**config.mk**
```make
export PLATFORM = sky130hd
export DESIGN_NAME = fetch_ctrl
export DESIGN_NICKNAME = d
export VERILOG_FILES = /design/src/rtl/fetch_ctrl_pkg.sv /design/src/rtl/fetch_ctrl.sv
export SDC_FILE = /design/constraint.sdc
export NUM_CORES = 1
export LEC_CHECK = 0
export CAP_MARGIN = 15
export CORE_ASPECT_RATIO = 0.6
export CORE_MARGIN = 5
export CORE_UTILIZATION = 46
export CTS_BUF_LIST = sky130_fd_sc_hd__clkbuf_8
export DETAILED_ROUTE_END_ITERATION = 8
export PLACE_DENSITY = 0.95
export SYNTH_ARGS = -nofsm -noshare
export SYNTH_HDL_FRONTEND = slang
export SYNTH_SLANG_ARGS = --single-unit
```
**constraint.sdc**
```tcl
create_clock -name clk -period 6.7 [get_ports clk]
set_clock_uncertainty 0.1 [all_clocks]
set_input_delay 1.34 -clock clk [delete_from_list [all_inputs] [get_ports clk]]
set_output_delay 1.34 -clock clk [all_outputs]
set_load 0.05 [all_outputs]
```
**src/rtl/fetch_ctrl_pkg.sv**
```systemverilog
// fetch_ctrl_pkg: shared definitions for the instruction fetch controller.
//   - fetch_state_e     : FSM state encoding (IDLE, REQ, WAIT, HOLD)
//   - FETCH_TIMEOUT_DEF : default cycle limit in REQ/WAIT before the timeout flag
//   - cnt_width()       : timeout counter width, never narrower than 8 bits
package fetch_ctrl_pkg;

    typedef enum logic [1:0] {
        ST_IDLE = 2'd0,
        ST_REQ  = 2'd1,
        ST_WAIT = 2'd2,
        ST_HOLD = 2'd3
    } fetch_state_e;

    localparam int unsigned FETCH_TIMEOUT_DEF = 255;

    function automatic int cnt_width(input int unsigned limit);
        int w;
        w = $clog2(limit + 1);
        return (w < 8) ? 8 : w;
    endfunction

endpackage

```
**src/rtl/fetch_ctrl.sv**
```systemverilog
// fetch_ctrl: single-outstanding instruction fetch controller.
//   clk, rst_n           : clock, asynchronous active-low reset
//   pc / pc_en           : current PC in, one-cycle advance pulse out
//   redirect, stall      : taken jump/branch resolving, decode back-pressure
//   imem_req_*           : request valid/ready handshake, imem_addr = pc
//   imem_rsp_*           : response valid + instruction word
//   instr_valid/instr/instr_pc : fetched instruction presented to decode
//   fetch_timeout        : sticky flag, too long spent in REQ or WAIT
module fetch_ctrl
    import fetch_ctrl_pkg::*;
#(
    parameter int unsigned TIMEOUT_CYC = FETCH_TIMEOUT_DEF
) (
    input  logic        clk,
    input  logic        rst_n,
    input  logic [31:0] pc,
    output logic        pc_en,
    input  logic        redirect,
    input  logic        stall,
    output logic        imem_req_valid,
    input  logic        imem_req_ready,
    output logic [31:0] imem_addr,
    input  logic        imem_rsp_valid,
    input  logic [31:0] imem_rsp_data,
    output logic        instr_valid,
    output logic [31:0] instr,
    output logic [31:0] instr_pc,
    output logic        fetch_timeout
);

    localparam int CNT_W = cnt_width(TIMEOUT_CYC);
    localparam logic [CNT_W-1:0] TO_MAX = CNT_W'(TIMEOUT_CYC);

    fetch_state_e     state;
    logic             discard;
    logic             pc_en_q;
    logic             adv_raw;
    logic [CNT_W-1:0] to_cnt;
    logic [CNT_W:0]   to_inc;

    // The PC only moves on pc_en, so driving the address straight from pc
    // keeps it stable for the whole request.
    assign imem_addr = pc;
    assign to_inc    = {1'b0, to_cnt} + 1'b1;

    // pc_en is combinational so the PC is already updated in the REQ cycle
    // that follows HOLD; this gives the one-cycle HOLD->request turnaround.
    // Redirect outranks stall; pc_en_q blocks back-to-back pulses.
    always_comb begin
        adv_raw = 1'b0;
        case (state)
            ST_REQ, ST_WAIT: adv_raw = redirect;
            ST_HOLD:         adv_raw = redirect | ~stall;
            default:         adv_raw = 1'b0;
        endcase
    end

    assign pc_en = adv_raw & ~pc_en_q;

    always_ff @(posedge clk or negedge rst_n) begin
        if (!rst_n) begin
            state          <= ST_IDLE;
            imem_req_valid <= 1'b0;
            instr_valid    <= 1'b0;
            fetch_timeout  <= 1'b0;
            instr          <= '0;
            instr_pc       <= '0;
            discard        <= 1'b0;
            to_cnt         <= '0;
            pc_en_q        <= 1'b0;
        end else begin
            pc_en_q <= pc_en;

            // Count cycles spent in REQ/WAIT; transitions below clear it.
            if (state == ST_REQ || state == ST_WAIT) begin
                if (to_cnt != TO_MAX)
                    to_cnt <= to_inc[CNT_W-1:0];
                if (to_inc >= {1'b0, TO_MAX})
                    fetch_timeout <= 1'b1;
            end

            case (state)
                // Enter REQ with valid low: the first request then appears
                // on the second edge after reset release.
                ST_IDLE: begin
                    state  <= ST_REQ;
                    to_cnt <= '0;
                end

                ST_REQ: begin
                    if (!imem_req_valid) begin
                        // one-cycle gap after reset or a redirect
                        imem_req_valid <= 1'b1;
                    end else if (imem_req_ready) begin
                        // accepted; a redirect this cycle makes the reply stale
                        state          <= ST_WAIT;
                        imem_req_valid <= 1'b0;
                        instr_pc       <= pc;
                        discard        <= pc_en;
                        to_cnt         <= '0;
                    end else if (pc_en) begin
                        imem_req_valid <= 1'b0;
                    end
                end

                ST_WAIT: begin
                    if (imem_rsp_valid) begin
                        to_cnt <= '0;
                        if (discard || pc_en) begin
                            // stale or redirected-over reply: drop and refetch
                            discard        <= 1'b0;
                            state          <= ST_REQ;
                            imem_req_valid <= 1'b1;
                        end else begin
                            instr       <= imem_rsp_data;
                            instr_valid <= 1'b1;
                            state       <= ST_HOLD;
                        end
                    end else if (pc_en) begin
                        discard <= 1'b1;
                    end
                end

                ST_HOLD: begin
                    if (pc_en) begin
                        instr_valid    <= 1'b0;
                        state          <= ST_REQ;
                        imem_req_valid <= 1'b1;
                    end
                end

                default: state <= ST_IDLE;
            endcase
        end
    end

endmodule

```
Yosys cells after proc, flatten, opt, wreduce, memory -nomap -nowiden
Index checks and enable logic that the tools add are counted.

cells by class
  add/subtract/negate cells = 1
  order comparisons = 1
  eq/ne operators = 12
  mux-type cells = 29
  bitwise operators = 5
  reduce and logical (&&, ||, !) cells = 14

operators with widths
  operator                                                            count
  2-to-1 mux 8 bit                                                    5
  one-hot mux 8 bit (3 select lines)                                  1
  2-to-1 mux 1 bit                                                    13
  AND reduction 4 bit                                                 3
  2-to-1 mux 2 bit                                                    5
  != test 2 bit (second input constant)                               5
  adder 8 x 1 -> 9 bit (second input constant)                        1
  greater-or-equal comparator 9 x 8 -> 1 bit (second input constant)  1
  != test 8 bit (second input constant)                               1
  one-hot mux 2 bit (4 select lines)                                  1
  one-hot mux 1 bit (2 select lines)                                  3
  AND reduction 3 bit                                                 2
  AND reduction 5 bit                                                 1
  == test 2 bit (second input constant)                               2
  nonzero test 2 bit                                                  2
  != test 3 x 2 -> 1 bit (second input constant)                      1
  != test 3 bit (second input constant)                               1
  inverter 1 bit                                                      3
  one-hot mux 1 bit (3 select lines)                                  1
  nonzero test 3 bit                                                  1
  == test 2 x 1 -> 1 bit (second input constant)                      1
  logical NOT 2 bit                                                   1
  logical OR 1 bit                                                    2
  != test 2 x 1 -> 1 bit (second input constant)                      1
  4 further kinds                                                     4

storage, ports and cells
  register bits after elaboration = 79
  input bits = 70
  output and inout port bits = 100
  logic and storage cells = 71

Logic depth before layout (Yosys ltp)
  depth in word-level cells = 8
  depth in mapped cells = 8
  gate-level depth less buffers = 7

Worst setup path after synthesis
Ideal clock, no wire load.

  path kind = input-to-output
  start = input redirect
  end = output pc_en
  data arrival time = 2.698 ns
  data required time = 5.260 ns
  setup slack = 2.562 ns
  cell stages on the path = 3
  path buffers = 0
  path through = nand2b_4 -> a22oi_1 -> nor3_1

on the way
  word-level cells in the longest chain between the ends = 3

RTL lines
  item                                    RTL line          RTL
  from (decl)                             fetch_ctrl.sv:18  input logic redirect,
  bitwise OR 1 bit                        fetch_ctrl.sv:53  ST_HOLD: adv_raw = redirect | ~stall;
  one-hot mux 1 bit (2 select lines) (*)  fetch_ctrl.sv:51  case (state)
  bitwise AND 1 bit (*)                   fetch_ctrl.sv:58  assign pc_en = adv_raw & ~pc_en_q;
  to (decl)                               fetch_ctrl.sv:17  output logic pc_en,

Mark *: on every way between the ends. The rest lies on a longest branch, timed or not.

Final worst setup path
Same ends and word-level chain as after synthesis.

==> impl_metrics.csv <==
group,metric,value,unit
logic_synthesis,synthCells,280,
clock_tree,cts_tree,"done",
global_route,grt_max_degree,80,
logic_synthesis,yosysTopAreaCell,"dfrtp_1",
timing,tns,0,ns
logic_synthesis,synth_top_area_share,54.7,%
clock_tree,clock-sinks,79,
floorplan,dieArea,9780,um^2
cells_and_area,final_layout_size_suffix_gt1_share,19.5,%
timing,rsz0062_at_grt,"false",
logic_synthesis,synth_nets,358,
floorplan,coreArea,7760,um^2
clock_tree,cts_max_level,3,
cells_and_area,syn_to_final_growth,47.7,%
clock_tree,clock_path_buffers,2,
critical_path,reg2reg_slack,3.73,ns
power_and_ir_drop,leakage,2.22,nW
power_and_ir_drop,peakVddDrop,280,uV
detailed_routing,vias,2640,
logic_synthesis,synthTopCellsByArea,"dfrtp_1 (55%), mux2_2 (20%), buf_4 (6.7%), ha_1 (2.8%), nor2_1 (1.9%)",
critical_path,cp.arrival,3.34,ns
timing,setup_viol,0,
logic_synthesis,ys_seq_area_share,54.7,%
outcome,outcome,"completed",
timing,post-route-period-util,71.3,%
min_path,hp-class,"flip-flop to flip-flop",
logic_synthesis,synth_cell_type_count,38,
floorplan,io_pins,170,
critical_path,reg2reg_to,"instr[29]",
global_route,antenna_found_initial,0,
timing,worst_pin_slew,0.970,ns
critical_path,worstSetupEndpoint,"pc_en",
clock_tree,path_clk_slew,0.08,ns
critical_path,endpoint_kind,"output pin",
clock_tree,cts_root_buf,"clkbuf_8",
floorplan,dieHeight,78.6,um
placement,hpwl,6.79,mm
placement,gp_congestion,0.877,
detailed_routing,drt_iter0_markers,216,
clock_tree,post_cts.repair.setup_buffers,0,
cells_and_area,diodes,0,
detailed_routing,wire_per_inst,16.6,um
detailed_routing,route.detailed.drc,0,
clock_tree,cts.repair.resized,0,
critical_path,criticalPathCategory,"input port to output pin",
floorplan,die-width,124,um
clock_tree,clkLatencyLatePin,0.33,ns
timing,hold_viol_final,0,
critical_path,crit_path_max_fanout,4,
power_and_ir_drop,p_per_area,539,nW/um^2
detailed_routing,routed_wl,8.83,mm
logic_synthesis,synth_seq_cells,79,
critical_path,worstPathRequired,5.26,ns
global_route,grt-ovfl-total,0,
job,cap_violations,0,
global_route,grt_pass1_vias,2777,
critical_path,start_kind,"input port",
critical_path,r2r_cells,6,
timing,max-slew-margin-rel,35.4,%
timing,slew_viol_final,0,
floorplan,initial_core_util,46.5,%
timing,clock.fmax,0.209,GHz
timing,hold_slack,0.389,ns
logic_synthesis,synth.avg_cell_area,12.9,um^2
placement,portBuffers,169,
global_route,grt_pass1_wl,14.1,mm
critical_path,worstReg2RegStart,"state[0]",
clock_tree,cts_hold_buf,0,
detailed_routing,antenna_left,0,
timing,finalCriticalPeriod,4.78,ns
floorplan,row_count,25,
logic_synthesis,synth_area,3610,um^2
clock_tree,cts_made_buffers,9,
detailed_routing,vias_per_cell,4.95,
cells_and_area,num-nets-final,500,
logic_synthesis,yosysWarningCount,0,
critical_path,crit_start,"redirect",
detailed_routing,first_pass_iters,4,
global_route,grt_usage,17.9,%
[worst max-delay path, cell delays in order]
cell	delay, ns
clkdlybuf4s50_1	0.52
nand2b_4	0.16
a22oi_1	0.08
nor3_1	0.36
clkdlybuf4s50_1	0.89
[placed cells by master (no fill, tap or decap), types with 2 or more instances in the layout]
cell type,count
nand4_1,2
mux2_2,63
mux2i_1,3
nand2b_1,2
nand3_1,6
buf_4,3
a31oi_1,3
inv_1,7
xor2_1,2
nor2_1,18
clkdlybuf4s50_1,168
nand2_1,10
ha_1,8
clkbuf_8,10
dfrtp_1,79
xnor2_1,4
o21ai_0,9
a21oi_1,5
clkinv_2,2
[metal layers]
layer,global-route usage [%],vias up,routed length (um),part of all wire [%]
met5,0,-,0,0
met4,6.02,0,69,0.78
met3,6.32,7,626,7.1
met2,30.8,121,4460,51
met1,21.1,1292,3670,42
li1,-,1220,-,-
[flip-flops by register name (all words and copies together) (netlist names)]
register,cells
instr,32
instr_pc,32
to_cnt,8
state,2
discard,1
fetch_timeout,1
imem_req_valid,1
instr_valid,1
pc_en_q,1
[per-stage QoR]
stage	cell area, um^2	util (%)	power (W)	setup WS (ns)	std cells
after floorplan	3610	-	0.00199	2.56	280
after global placement	5150	66.4	0.00251	2.04	519
after detailed placement	5150	66.4	0.00256	1.91	519
after CTS	5340	68.8	0.00291	1.91	533
after global routing	5340	68.8	0.00302	1.81	533
final	5340	68.8	0.00288	1.92	533
[how the worst min path moves through the flow]
| stage | start | end | slack [ns] | cells past startpoint |
|---|---|---|---|---|
| floorplan | to_cnt[1] | to_cnt[1] | 0.45 | 2 |
| global placement | fetch_timeout | fetch_timeout | 0.37 | 1 |
| detailed placement | fetch_timeout | fetch_timeout | 0.37 | 1 |
| CTS | fetch_timeout | fetch_timeout | 0.39 | 1 |
| global route | fetch_timeout | fetch_timeout | 0.41 | 1 |
| finish | fetch_timeout | fetch_timeout | 0.39 | 1 |
[synthesized netlist by cell type]
library cell	count
a211oi_1	1
a211oi_4	1
a21boi_0	1
a21o_1	1
a21oi_1	5
a22o_1	1
a22oi_1	1
a31o_2	1
a31oi_1	3
and4_1	1
buf_1	2
buf_4	32
buf_6	4
clkbuf_1	2
dfrtp_1	79
ha_1	8
inv_1	7
mux2_1	1
mux2_2	63
mux2i_1	3
nand2_1	10
nand2b_1	2
nand2b_4	1
nand3_1	6
nand3b_1	1
nand4_1	2
nor2_1	18
nor3_1	1
nor3b_1	1
o2111ai_1	1
o21ai_0	9
o21ai_1	1
o22ai_1	1
o31ai_1	1
o32a_1	1
or4_1	1
xnor2_1	4
xor2_1	2
[report_power, final]
| group | total, W | switching [W] | internal (W) |
|---|---|---|---|
| logic | 0.00173 | 0.00109 | 0.000634 |
| clock network | 0.000337 | 0.000160 | 0.000177 |
| registers | 0.000813 | 0.000120 | 0.000693 |
| total | 0.00288 | 0.00137 | 0.00150 |
[final cells by class]
cell class | instances | area (um^2)
Fill cell | 565 | 2420
Multi-Input combinational cell | 154 | 1310
Inverter | 7 | 26.3
Clock inverter | 4 | 47.5
Sequential cell | 79 | 1980
Tap cell | 108 | 135
Timing Repair Buffer | 171 | 1700
Clock buffer | 10 | 138
[cells by family (layout without fill, tap and decap cells)]
kind of cell / after synthesis / in the layout / share of synthesized area (%)
adder cells (fa/ha/maj): 8 / 8 / 2.77
buffers and inverters: 47 / 192 / 9.04
AO/OA/AOI/OAI: 29 / 29 / 5.37
XOR/XNOR: 6 / 6 / 1.46
AND/OR/NAND/NOR: 44 / 44 / 5.82
multiplexers: 67 / 67 / 20.8
flip-flops: 79 / 79 / 54.7
Power figures use the tool's default switching activity.
